### config.mk
export PLATFORM = sky130hd
export DESIGN_NAME = clkdiv_bank_flat
export DESIGN_NICKNAME = d
export VERILOG_FILES = /design/src/rtl/clkdiv_pkg.sv /design/src/rtl/clkdiv_if.sv /design/src/rtl/clkdiv_channel.sv /design/src/rtl/clkdiv_bank.sv /design/src/flat_wrapper.sv
export SDC_FILE = /design/constraint.sdc
export NUM_CORES = 1
export LEC_CHECK = 0
export ABC_AREA = 1
export CORE_ASPECT_RATIO = 1.5
export CORE_MARGIN = 1
export CORE_UTILIZATION = 30
export CTS_CLUSTER_DIAMETER = 200
export DETAILED_ROUTE_END_ITERATION = 12
export SLEW_MARGIN = 10
export SYNTH_ARGS = -nofsm -noshare
export SYNTH_HDL_FRONTEND = slang
export SYNTH_SLANG_ARGS = --single-unit
### constraint.sdc
create_clock -name clkin -period 8.34 [get_ports clkin]
set_clock_uncertainty 0.05 [all_clocks]
set_input_delay 1.251 -clock clkin [delete_from_list [all_inputs] [get_ports clkin]]
set_output_delay 1.251 -clock clkin [all_outputs]
set_load 0.005 [all_outputs]
### src/rtl/clkdiv_pkg.sv
// Shared types and constants for the clock-divider bank.
package clkdiv_pkg;

   typedef enum logic [1:0] {
      WAIT_PLL,
      ALIGN,
      COUNT,
      LOCKED
   } fsm_state_e;

   localparam int unsigned MIN_DIV    = 2;
   localparam int unsigned LOCK_CNT_W = 16;

   // Cycles clk_div stays high per period; odd divides are high-biased.
   function automatic int unsigned half_period(input int unsigned n);
      return (n + 1) / 2;
   endfunction

endpackage

### src/rtl/clkdiv_if.sv
// Divider-programming handshake: one write slot, ready/valid with error pulse.
interface clkdiv_if #(
   parameter int unsigned NUM_CH = 3,
   parameter int unsigned DIV_W  = 8
);
   localparam int unsigned CH_W = (NUM_CH > 1) ? $clog2(NUM_CH) : 1;

   logic              div_wr;
   logic [CH_W-1:0]   div_ch;
   logic [DIV_W-1:0]  div_val;
   logic              div_ready;
   logic              div_err;

   modport master (output div_wr, div_ch, div_val, input div_ready, div_err);
   modport slave  (input div_wr, div_ch, div_val, output div_ready, div_err);

endinterface

### src/rtl/clkdiv_channel.sv
// One divider channel: wrap counter, registered divided clock and wrap enable.
module clkdiv_channel
   import clkdiv_pkg::*;
#(
   parameter int unsigned DIV_W   = 8,
   parameter int unsigned DEF_DIV = 16
) (
   input  logic             clkin,
   input  logic             reset,
   input  logic             run,
   input  logic             load_now,
   input  logic             load_req,
   input  logic [DIV_W-1:0] load_val,
   output logic             clk_div,
   output logic             clk_en,
   output logic             load_done
);

   logic [DIV_W-1:0] div_q, div_d;
   logic [DIV_W-1:0] cnt_q, cnt_d;
   logic             clk_div_q, clk_div_d;
   logic             clk_en_q, clk_en_d;
   logic [DIV_W:0]   half;
   logic             wrap;

   always_comb begin
      half      = (DIV_W+1)'(half_period(32'(div_q)));
      wrap      = (cnt_q == (div_q - DIV_W'(1)));
      cnt_d     = '0;
      if (run && !wrap) begin
         cnt_d = cnt_q + DIV_W'(1);
      end
      // While counting, a new divide only lands on the wrap so the running period finishes intact.
      load_done = load_req && (load_now || (run && wrap));
      div_d     = load_done ? load_val : div_q;
      clk_div_d = run && ({1'b0, cnt_q} < half);
      clk_en_d  = run && wrap;
   end

   always_ff @(posedge clkin or posedge reset) begin
      if (reset) begin
         div_q     <= DIV_W'(DEF_DIV);
         cnt_q     <= '0;
         clk_div_q <= 1'b0;
         clk_en_q  <= 1'b0;
      end else begin
         div_q     <= div_d;
         cnt_q     <= cnt_d;
         clk_div_q <= clk_div_d;
         clk_en_q  <= clk_en_d;
      end
   end

   assign clk_div = clk_div_q;
   assign clk_en  = clk_en_q;

endmodule

### src/rtl/clkdiv_bank.sv
// Multi-channel clock divider bank: PLL-lock sync, align/lock FSM,
// single pending divider write slot and per-channel dividers.
module clkdiv_bank
   import clkdiv_pkg::*;
#(
   parameter int unsigned NUM_CH      = 3,
   parameter int unsigned DIV_W       = 8,
   parameter int unsigned DEF_DIV     = 16,
   parameter int unsigned LOCK_CYCLES = 16
) (
   input  logic              clkin,
   input  logic              reset,
   input  logic              pll_lock,
   clkdiv_if.slave           div_bus,
   output logic [NUM_CH-1:0] clk_div,
   output logic [NUM_CH-1:0] clk_en,
   output logic              lock
);

   localparam int unsigned CH_W = (NUM_CH > 1) ? $clog2(NUM_CH) : 1;

   logic                  sync1_q, pll_s;
   fsm_state_e            state_q, state_d;
   logic [LOCK_CNT_W-1:0] lock_cnt_q, lock_cnt_d;

   logic                  slot_full_q, slot_full_d;
   logic [CH_W-1:0]       slot_ch_q, slot_ch_d;
   logic [DIV_W-1:0]      slot_val_q, slot_val_d;
   logic                  err_q, err_d;

   logic                  run, load_now, illegal;
   logic [NUM_CH-1:0]     load_req, load_done;

   always_ff @(posedge clkin or posedge reset) begin
      if (reset) begin
         sync1_q <= 1'b0;
         pll_s   <= 1'b0;
      end else begin
         sync1_q <= pll_lock;
         pll_s   <= sync1_q;
      end
   end

   // Lock counter runs from ALIGN so LOCKED lands LOCK_CYCLES after the alignment cycle.
   always_comb begin
      state_d    = state_q;
      lock_cnt_d = lock_cnt_q;
      unique case (state_q)
         WAIT_PLL: begin
            lock_cnt_d = '0;
            if (pll_s) state_d = ALIGN;
         end
         ALIGN: begin
            lock_cnt_d = lock_cnt_q + LOCK_CNT_W'(1);
            state_d    = COUNT;
         end
         COUNT: begin
            lock_cnt_d = lock_cnt_q + LOCK_CNT_W'(1);
            if (lock_cnt_q >= LOCK_CNT_W'(LOCK_CYCLES - 1)) state_d = LOCKED;
         end
         LOCKED:  state_d = LOCKED;
         default: state_d = WAIT_PLL;
      endcase
      if (!pll_s) begin
         state_d    = WAIT_PLL;
         lock_cnt_d = '0;
      end
   end

   always_ff @(posedge clkin or posedge reset) begin
      if (reset) begin
         state_q    <= WAIT_PLL;
         lock_cnt_q <= '0;
      end else begin
         state_q    <= state_d;
         lock_cnt_q <= lock_cnt_d;
      end
   end

   assign run      = (state_q != WAIT_PLL);
   assign load_now = (state_q == WAIT_PLL) || (state_q == ALIGN);
   assign illegal  = (32'(div_bus.div_val) < MIN_DIV) || (32'(div_bus.div_ch) >= NUM_CH);

   always_comb begin
      slot_full_d = slot_full_q;
      slot_ch_d   = slot_ch_q;
      slot_val_d  = slot_val_q;
      err_d       = 1'b0;
      if (slot_full_q) begin
         if (|load_done) slot_full_d = 1'b0;
      end else if (div_bus.div_wr) begin
         if (illegal) begin
            err_d = 1'b1;
         end else begin
            slot_full_d = 1'b1;
            slot_ch_d   = div_bus.div_ch;
            slot_val_d  = div_bus.div_val;
         end
      end
   end

   always_ff @(posedge clkin or posedge reset) begin
      if (reset) begin
         slot_full_q <= 1'b0;
         slot_ch_q   <= '0;
         slot_val_q  <= '0;
         err_q       <= 1'b0;
      end else begin
         slot_full_q <= slot_full_d;
         slot_ch_q   <= slot_ch_d;
         slot_val_q  <= slot_val_d;
         err_q       <= err_d;
      end
   end

   for (genvar i = 0; i < NUM_CH; i++) begin : g_ch
      assign load_req[i] = slot_full_q && (slot_ch_q == CH_W'(i));

      clkdiv_channel #(
         .DIV_W   (DIV_W),
         .DEF_DIV (DEF_DIV)
      ) u_ch (
         .clkin     (clkin),
         .reset     (reset),
         .run       (run),
         .load_now  (load_now),
         .load_req  (load_req[i]),
         .load_val  (slot_val_q),
         .clk_div   (clk_div[i]),
         .clk_en    (clk_en[i]),
         .load_done (load_done[i])
      );
   end

   assign div_bus.div_ready = !slot_full_q;
   assign div_bus.div_err   = err_q;
   // Gated with the synchronised lock so lock drops one cycle ahead of the FSM.
   assign lock              = (state_q == LOCKED) && pll_s;

endmodule
### src/flat_wrapper.sv
// flat-port wrapper written by rule: the top's interface ports become plain ports
module clkdiv_bank_flat import clkdiv_pkg::*;
#(
   parameter int unsigned NUM_CH      = 3,
   parameter int unsigned DIV_W       = 8,
   parameter int unsigned DEF_DIV     = 16,
   parameter int unsigned LOCK_CYCLES = 16
)
  (clkin, reset, pll_lock, clk_div, clk_en, lock, div_bus_div_wr, div_bus_div_ch, div_bus_div_val, div_bus_div_ready, div_bus_div_err);
  clkdiv_if #(.NUM_CH(NUM_CH), .DIV_W(DIV_W)) div_bus_i ();
  input  logic clkin;
  input  logic reset;
  input  logic pll_lock;
  output logic [NUM_CH-1:0] clk_div;
  output logic [NUM_CH-1:0] clk_en;
  output logic lock;
  input wire logic [$bits(div_bus_i.div_wr)-1:0] div_bus_div_wr;
  input wire logic [$bits(div_bus_i.div_ch)-1:0] div_bus_div_ch;
  input wire logic [$bits(div_bus_i.div_val)-1:0] div_bus_div_val;
  output wire logic [$bits(div_bus_i.div_ready)-1:0] div_bus_div_ready;
  output wire logic [$bits(div_bus_i.div_err)-1:0] div_bus_div_err;
  assign div_bus_i.div_wr = div_bus_div_wr;
  assign div_bus_i.div_ch = div_bus_div_ch;
  assign div_bus_i.div_val = div_bus_div_val;
  assign div_bus_div_ready = div_bus_i.div_ready;
  assign div_bus_div_err = div_bus_i.div_err;
  clkdiv_bank #(.NUM_CH(NUM_CH), .DIV_W(DIV_W), .DEF_DIV(DEF_DIV), .LOCK_CYCLES(LOCK_CYCLES)) u_core (.clkin(clkin), .reset(reset), .pll_lock(pll_lock), .div_bus(div_bus_i), .clk_div(clk_div), .clk_en(clk_en), .lock(lock));
endmodule
After elaboration in Yosys (flattened, before gate mapping):

Index checks and enable logic that the tools add are counted.

* register bits: 86
* output and inout bits: 9
* word-level logic and storage cells: 94

* add/subtract/negate cells: 10
* $lt $le $gt $ge: 6
* equality and inequality tests: 10
* multiplexer cells: 15
* bitwise logic cells: 2
* reductions and logical operators: 31

Operator list (number)
* one-hot mux 16 bit (2 select lines): 1
* adder 8 x 1 -> 9 bit (second input constant): 3
* < comparator 8 x 9 -> 1 bit: 3
* adder 8 x 1 -> 8 bit (second input constant): 3
* == test 8 bit: 3
* two-way mux 8 bit: 3
* subtractor 8 x 1 -> 8 bit (second input constant): 3
* adder 16 x 1 -> 16 bit (second input constant): 1
* greater-or-equal comparator 16 x 4 -> 1 bit (second input constant): 1
* logical AND 1 bit: 16
* two-way mux 16 bit: 1
* < comparator 8 x 2 -> 1 bit (second input constant): 1
* one-hot mux 2 bit (4 select lines): 1
* two-way mux 1 bit: 7
* == test 2 bit (second input constant): 3
* inequality test 3 bit (second input constant): 2
* logical OR 1 bit: 5
* == test 2 x 1 -> 1 bit (second input constant): 2
* zero test 1 bit: 4
* zero test 2 bit: 2
* two-way mux 2 bit: 2
* AND reduction 3 bit: 1
* OR reduction 3 bit: 1
* greater-or-equal comparator 2 bit (second input constant): 1
* 3 further kinds: 4

Longest topological paths before layout:

Gate-level depths: netlist (run 1).

* word-level depth: 8
* gate-level depth with buffers: 17
* depth with buffers taken out: 16

By module:

From an unflattened synthesis (run 1), not the netlist that was laid out.

* cells, all modules: 755
* area, all modules: 5878.1 sq um

Modules (own cells, without submodules)
* clkdiv_channel at u_core.g_ch[0].u_ch ...: instances 2, cells each 180, area each 1392.6 sq um, sequential area each 451.7 sq um
* clkdiv_bank: instances 1, cells each 215, area each 1696.6 sq um, sequential area each 800.8 sq um
* clkdiv_channel at u_core.g_ch[2].u_ch: instances 1, cells each 180, area each 1396.3 sq um, sequential area each 451.7 sq um

Worst setup path before layout (run 1):

Ideal clock, no wire load.

* path kind: in2reg
* from: input div_bus_div_val[7]
* to: register u_core.slot_ch_q[0]
* arrival time: 2.145 ns
* data required time: 8.212 ns
* setup slack: 6.067 ns
* stages: 6
* buffers on the path: 1
* cell sequence: nor4_1 -> a22oi_1 -> nand3_1 -> clkbuf_1 -> nor2_1 -> a21oi_1

* word-level cells in the longest chain between the ends: 4

RTL lines
* from (decl): RTL line flat_wrapper.sv:19 `input wire logic [$bits(div_bus_i.div_val)-1:0] div_bus_div_val;`
* < comparator 8 x 2 -> 1 bit: RTL line clkdiv_bank.sv:82 `assign illegal = (32'(div_bus.div_val) < MIN_DIV) || (32'(div_bus.div_ch) >= NUM_CH);`
* logical OR 1 bit: RTL line clkdiv_bank.sv:82
* inverter 1 bit (no source line)
* AND reduction 3 bit (no source line)
* to (signal assigned): RTL line clkdiv_bank.sv:110 `slot_ch_q <= slot_ch_d;`
* to (decl): RTL line clkdiv_bank.sv:27 `logic [CH_W-1:0] slot_ch_q, slot_ch_d;`

Every way passes these cells.
A chain may end at the register's enable or synchronous reset.

Worst setup path after layout (run 1):

* from: register u_core.state_q[0]
* to: output lock

* word-level cells in the longest chain between the ends: 2

RTL lines
* from (decl): RTL line clkdiv_bank.sv:23 `fsm_state_e state_q, state_d;`
* from (signal assigned): RTL line clkdiv_bank.sv:75 `state_q <= state_d;`
* == test 2 bit: RTL line clkdiv_bank.sv:138 `assign lock = (state_q == LOCKED) && pll_s;`
* logical AND 1 bit: RTL line clkdiv_bank.sv:138
* to (decl): RTL line flat_wrapper.sv:16 `output logic lock;`

Every way passes these cells.

==> impl_results.md, run 1 <==
* Status: finished, final reports clean
* Max-slew violation count at 0
* VDD IR max at 0.0865 mV
* Initial antenna violation count at 0
* CTS resizes at 0
* FFs w/ async S/R, synth at 1.00
* Top Ports at 23
* Crit path cell chain: ha_1 -> nand2_1 -> inv_1 -> clkdlybuf4s50_1
* Final worst slack at 5240 ps
* Placed Instance Area at 5890 µm²
* Yosys top cell area share at 0.377
* Internal power at 0.732 mW
* Via count at 4345
* Crit path required time at 7040 ps
* Synth cell types at 41
* CP max stage cell: clkdlybuf4s50_1
* Synth Area per Inst at 7.81 µm²
* Clock slew seen by the registers of the worst setup and hold paths at 60 ps
* Wire per inst at 12.0 µm
* Final setup TNS at 0 ps
* Mapped Cells at 705
* F_max at 322 MHz
* Core area at 17900 µm²
* Reported net switching power at 0.290 mW
* Grt ovf at 0
* Ys flop type: dfrtp_1
* Crit end category: output pin
* #FFs+latches synth at 86
* Ranking of synthesized cells by area: dfrtp_1, nand2_1, ha_1
* First-pass GRT wire length at 20.0 mm
* Row Count at 60
* Remaining antenna violation count at 0
* Hold Crit Class: reg2reg
* Clk buf depth at 2
* Post-CTS Setup Bufs at 0
* Largest net degree at the start of global routing at 55
* Inserted Clock Buffers at 9
* Die Footprint at 18900 µm²
* Final nets at 774
* EDFF count, synth at 0
* Final instance area at 6150 µm²
* Period minus WS final at 3100 ps
* Pre-CTS worst setup slack at 5240 ps
* Part of the power in registers at 0.462
* CP Class: reg2out
* Finished Core Util at 0.343
* CP max stage delay at 470 ps
* CP Launch Type: register
* Clock Power Share at 0.360
* Synthesized area at 5510 µm²
* Die width at 113 µm
* Share of the yosys chip area belonging to registers at 0.391
* Mapped Nets at 755
* Fill cells at 1848
* Max-cap viol count at 0
* Drt first-iter violations at 165
* Share of cells above drive strength 1 at 0.0978
* CP max FO at 9
* TritonRoute pass-1 iters at 4
* Pwr Density at 166 nW/µm²
* Final hold violations at 0
* Dpl hpwl at 8.79 mm
* Root buf cell: clkbuf_16
* Hold_buf cts at 0
* Commonest cells in the netlist: nand2_1, inv_1, dfrtp_1
* Max_slew headroom at 0.530
* Buffers added on ports at 22
* Area Overhead vs Synth at 11.7%
* Via density at 4.61
* Slew @ Worst Pin at 704 ps
* Drt total wl at 11.3 mm
* Number of global-route vias before repair at 4244
* Gpl congestion at 0.849
* Count leader, synth: nand2_1
* Post-synth top area cell: dfrtp_1
* CTS tree: built
* Yosys warnings at 0
* Die Y-Extent at 168 µm
* Pleak at 3.04 nW
* Combinational Power Share at 0.178
* Unrepaired setup endpoints after global routing: false
* H-tree depth at 3
* Hold WS at 335 ps
* Initial core utilization at 0.307
* Post-route DRC at 0
* GR Util All Layers at 0.132
* Diodes inserted at 0
* Sink Count at 86
* Final setup viols at 0
* Sw frac at 0.284
* Period utilisation layout at 0.372
* Critical path arrival at 1800 ps
* Clock latency on the worst-skew pair at 340 ps
[registers in the layout, indices dropped and copies added, names as in the netlist]
signal                    cells
u_core.state_q                2
u_core.g_ch.u_ch.div_q       24
u_core.lock_cnt_q            16
u_core.slot_ch_q              2
u_core.sync1_q                1
u_core.slot_full_q            1
u_core.g_ch.u_ch.clk_div      3
u_core.div_bus.div_err        1
u_core.g_ch.u_ch.cnt_q       24
u_core.g_ch.u_ch.clk_en       3
u_core.pll_s                  1
u_core.slot_val_q             8
[layer usage]
layer | track usage | routed length [µm] | up-vias
met3 | 0.0158 | 172 | 19
met1 | 0.148 | 4810 | 1992
met4 | 0.0661 | 324 | 0
met5 | 0 | 0 | -
met2 | 0.243 | 6020 | 53
li1 | - | - | 2281
[final timing paths]
kind | start | end | slack, ps | cells past startpoint
max | u_core.state_q[0]$_DFFE_PP0P_ | lock | 5240 | 4
min | u_core.sync1_q$_DFF_PP0_ | u_core.pll_s$_DFF_PP0_ | 340 | 0
max reg2reg | u_core.g_ch[1].u_ch.div_q[2]$_DFFE_PP0P_ | u_core.g_ch[1].u_ch.clk_div$_DFF_PP0_ | 6010 | 16
min reg2reg | u_core.sync1_q$_DFF_PP0_ | u_core.pll_s$_DFF_PP0_ | 340 | 0
max in group asynchronous | reset | u_core.g_ch[0].u_ch.cnt_q[6]$_DFF_PP0_ | 5910 | 3
min in group asynchronous | reset | u_core.slot_ch_q[0]$_DFFE_PP0P_ | 1230 | 2
[layout by cell type (no fill, tap or decap), drive strengths merged]
master           n
clkdlybuf4s50   22
o21ai           49
xnor2           16
nor3            24
nor3b            8
nand3b           5
inv             98
o21a             2
xor2            21
o22ai            1
a21oi           17
clkbuf          11
nor4             3
o221ai           1
a22oi            1
a21o             2
dfrtp           83
buf              1
a21boi           2
dfstp            3
o211ai           2
nand2          178
nand3           39
clkinv           4
a31oi            3
and3             2
nor2            88
nand4            4
ha              36
[kinds of logic (layout without fill, tap and decap cells)]
group,after synthesis,count (layout),share of synthesized area
simple gates,351,351,0.284
fa+ha+maj,36,36,0.0818
xor+xnor,37,37,0.0588
buf+inv,115,136,0.0897
compound gates,80,80,0.0947
flops,86,86,0.391
[power groups by stage]
stage	combinational, mW	sequential [mW]	clock [mW]
after floorplan	0.138	0.471	0
after detailed placement	0.186	0.480	0
final	0.182	0.472	0.368
after CTS	0.187	0.473	0.377
after global placement	0.183	0.479	0
after global routing	0.215	0.477	0.393
[area by class of cell]
cell class                 instances  area (µm²)  area share
multi-input combinational        504        2860       0.465
sequential                        86        2160       0.350
inverter                         100         377      0.0612
tap                              217         272      0.0441
clock buffer                      11         253      0.0411
timing repair buffer              23         228      0.0370
clock inverter                     2        10.0     0.00163
[critical path: cells and delay by family (launching register included)]
kind / cells / cell delay [ps]
adder cells (fa/ha/maj): 1 / 220
buffers and inverters: 2 / 620
flip-flops: 1 / 390
AND/OR/NAND/NOR: 1 / 240
[through the flow]
stage                     power [mW]  cells
after detailed placement       0.667    930
after global routing            1.08    943
after global placement         0.662    930
final                           1.02    943
after CTS                       1.04    943
after floorplan                0.610    705
(Power assumes the default switching activity.)
==> run 2, diff against run 1 <==
clock period = 3.2 ns   (was 8.34 ns; I/O delays follow)
==> run 2 against run 1 <==
  * Largest cell class unchanged
  * Clock power rose to 3.0 times the previous value
  * Register-to-register slack got worse by 5100 ps
  * Count of clock-buffer cells in the layout decreased by 1
  * First-iteration DRC count grew 0.61%
  * Hold slack worse by 6.1 ps
  * Critical endpoint unchanged
==> impl_results.md, run 2 (synthesis results as in run 1) <==
* Status: finished, final reports clean
* Final setup TNS at 0 ps (unchanged)
* Via density at 4.58 (-0.55%)
* Dpl hpwl at 8.65 mm (-1.7%)
* Clock latency on the worst-skew pair at 350 ps (about the same)
* Area Overhead vs Synth at 12.8%
* Delay-heaviest family, CP: buffers and inverters
* Die Y-Extent at 168 µm (unchanged)
* Most common cell after layout, fill and taps aside: nand2_1
* Wire per inst at 12.0 µm (-0.47%)
* Crit path required time at 2670 ps (-4370 ps)
* Diodes inserted at 0 (unchanged)
* Initial antenna violation count at 0 (unchanged)
* Clk buf depth at 2 (unchanged)
* Crit end category: output pin
* Buffers added on ports at 22 (unchanged)
* Critical path arrival at 1880 ps (+80 ps)
* GR Util All Layers at 0.133 (+0.00117)
* Number of cells on the worst hold path at 0 (unchanged)
* Final setup viols at 0 (unchanged)
* CTS tree: built
* Post-route DRC at 0 (unchanged)
* Top Ports at 23 (unchanged)
* CP max FO at 9 (unchanged)
* RR Endpoint: u_core.g_ch[1].u_ch.clk_div$_DFF_PP0_
* CP max stage cell: clkdlybuf4s50_1
* Worst path bufs/invs at 2 (unchanged)
* Inserted Clock Buffers at 9 (unchanged)
* TritonRoute pass-1 iters at 4 (unchanged)
* Hold Crit Class: reg2reg
* VDD IR max at 0.374 mV (+330%)
* Core area at 17900 µm² (unchanged)
* CTS resizes at 0 (unchanged)
* Period utilisation layout at 0.753
* Post-Place Cells at 930 (unchanged)
* Die Footprint at 18900 µm² (unchanged)
* Post-CTS Setup Bufs at 0 (unchanged)
* Final nets at 774 (unchanged)
* Worst reg2reg startpoint: u_core.g_ch[1].u_ch.div_q[2]$_DFFE_PP0P_
* Clock slew seen by the registers of the worst setup and hold paths at 70 ps (about the same)
* Die width at 113 µm (unchanged)
* Crit path cell chain: ha_1 -> nand2_1 -> inv_1 -> clkdlybuf4s50_1
* Most frequent cells in the layout: nand2_1, inv_1, dfrtp_1, nor2_1, nand3_1
* Number of global-route vias before repair at 4371 (+3.0%)
* Pwr Density at 449 nW/µm² (+170%)
* Via count at 4335 (-0.23%)
* Max-slew violation count at 0 (unchanged)
* Row Count at 60 (unchanged)
* Sink Count at 86 (unchanged)
* Hold_buf cts at 0 (unchanged)
* Initial core utilization at 0.307 (unchanged)
* Drt first-iter violations at 166 (+0.61%)
* WHS Endpoint: u_core.pll_s$_DFF_PP0_
* CP max stage delay at 540 ps (+70 ps)
* Max_slew headroom at 0.554 (+0.0241)
* Share of cells above drive strength 1 at 0.102 (+0.00371)
* Fill cells at 1877 (+1.6%)
* Largest net degree at the start of global routing at 87 (+58%)
* Remaining antenna violation count at 0 (unchanged)
* First-pass GRT wire length at 19.9 mm (-0.21%)
* Grt ovf at 0 (unchanged)
* Max-cap viol count at 0 (unchanged)
* Fin cells at 946 (+0.32%)
* R2R depth at 16 (unchanged)
* Gpl congestion at 0.864 (+1.8%)
* Drt total wl at 11.3 mm (-0.15%)
* Slew @ Worst Pin at 666 ps (-38.0 ps)
* H-tree depth at 3 (unchanged)
* F_max at 415 MHz
* CP Class: reg2out
* Final hold violations at 0 (unchanged)
* Root buf cell: clkbuf_16
* Hold path startpoint: u_core.sync1_q$_DFF_PP0_
* Period minus WS final at 2410 ps
* Pleak at 3.05 nW (+0.54%)
* Unrepaired setup endpoints after global routing: false
* R2R Setup Slk at 890 ps (-5120 ps)
* Largest registers: u_core.g_ch.u_ch.cnt_q x24, u_core.g_ch.u_ch.div_q x24, u_core.lock_cnt_q x16
* CP Launch Type: register
run 2: cell types whose count changed in the layout (fill, tap and decap cells not counted):
cell	previous run	this run
buf_4	1	0
buf_12	0	1
clkinv_2	3	1
clkbuf_8	2	1
bufinv_16	0	1
clkinvlp_4	0	2
clkinv_4	0	3
run 2: cell type report:
class	count	area (µm²)	share of cell area
clock buffer	10	239	0.0385
multi-input combinational	504	2860	0.460
tap	217	272	0.0437
timing repair buffer	23	240	0.0387
sequential	86	2160	0.347
inverter	100	377	0.0606
clock inverter	6	71.3	0.0115
run 2: report_power, final:
part           switching [mW]  leakage (nW)  internal, mW  total (mW)
logic                   0.267          1.79         0.199       0.465
clock network           0.460         0.145         0.630        1.09
registers              0.0758          1.12          1.16        1.23
run 2: worst max path at each step:
| stage | from | endpoint | slack (ps) | depth (start not counted) |
|---|---|---|---|---|
| 2_1_floorplan | reset | u_core.div_bus.div_err$_DFF_PP0_ | 450 | 1 |
| 3_3_place_gp | u_core.g_ch[2].u_ch.div_q[0]$_DFFE_PP0P_ | u_core.g_ch[2].u_ch.clk_div$_DFF_PP0_ | 930 | 16 |
| 3_5_place_dp | u_core.g_ch[2].u_ch.div_q[0]$_DFFE_PP0P_ | u_core.g_ch[2].u_ch.clk_div$_DFF_PP0_ | 930 | 16 |
| 4_1_cts | u_core.state_q[0]$_DFFE_PP0P_ | lock | 750 | 4 |
| 5_1_grt | u_core.state_q[0]$_DFFE_PP0P_ | lock | 650 | 4 |
| 6_report | u_core.state_q[0]$_DFFE_PP0P_ | lock | 790 | 4 |
run 2: layer usage:
layer | GRT usage | share of wire | up-vias
met4 | 0.0632 | 0.023 | 0
met5 | 0 | 0 | -
li1 | - | - | 2278
met2 | 0.249 | 0.54 | 44
met1 | 0.145 | 0.42 | 1997
met3 | 0.0205 | 0.021 | 16
run 2: worst register-to-register path: cells and delay by family (launching register included):
family                     cells  cell delay (ps)
adders and majority gates      1              290
DFF                            1              460
and+or+nand+nor               10             1010
buffers and inverters          4              270
xor gates and xnor gates       1              150
run 2: stage by stage:
step                hold slack [ps]  worst slack (ps)  power (mW)  utilization  area, µm²
floorplan                       281               453        1.59            -       5510
global placement                287               927        1.72        0.329       5900
detailed placement              299               930        1.73        0.329       5900
CTS                             334               745        2.84        0.346       6210
global route                    342               646        2.97        0.346       6210
finish                          329               791        2.79        0.346       6210
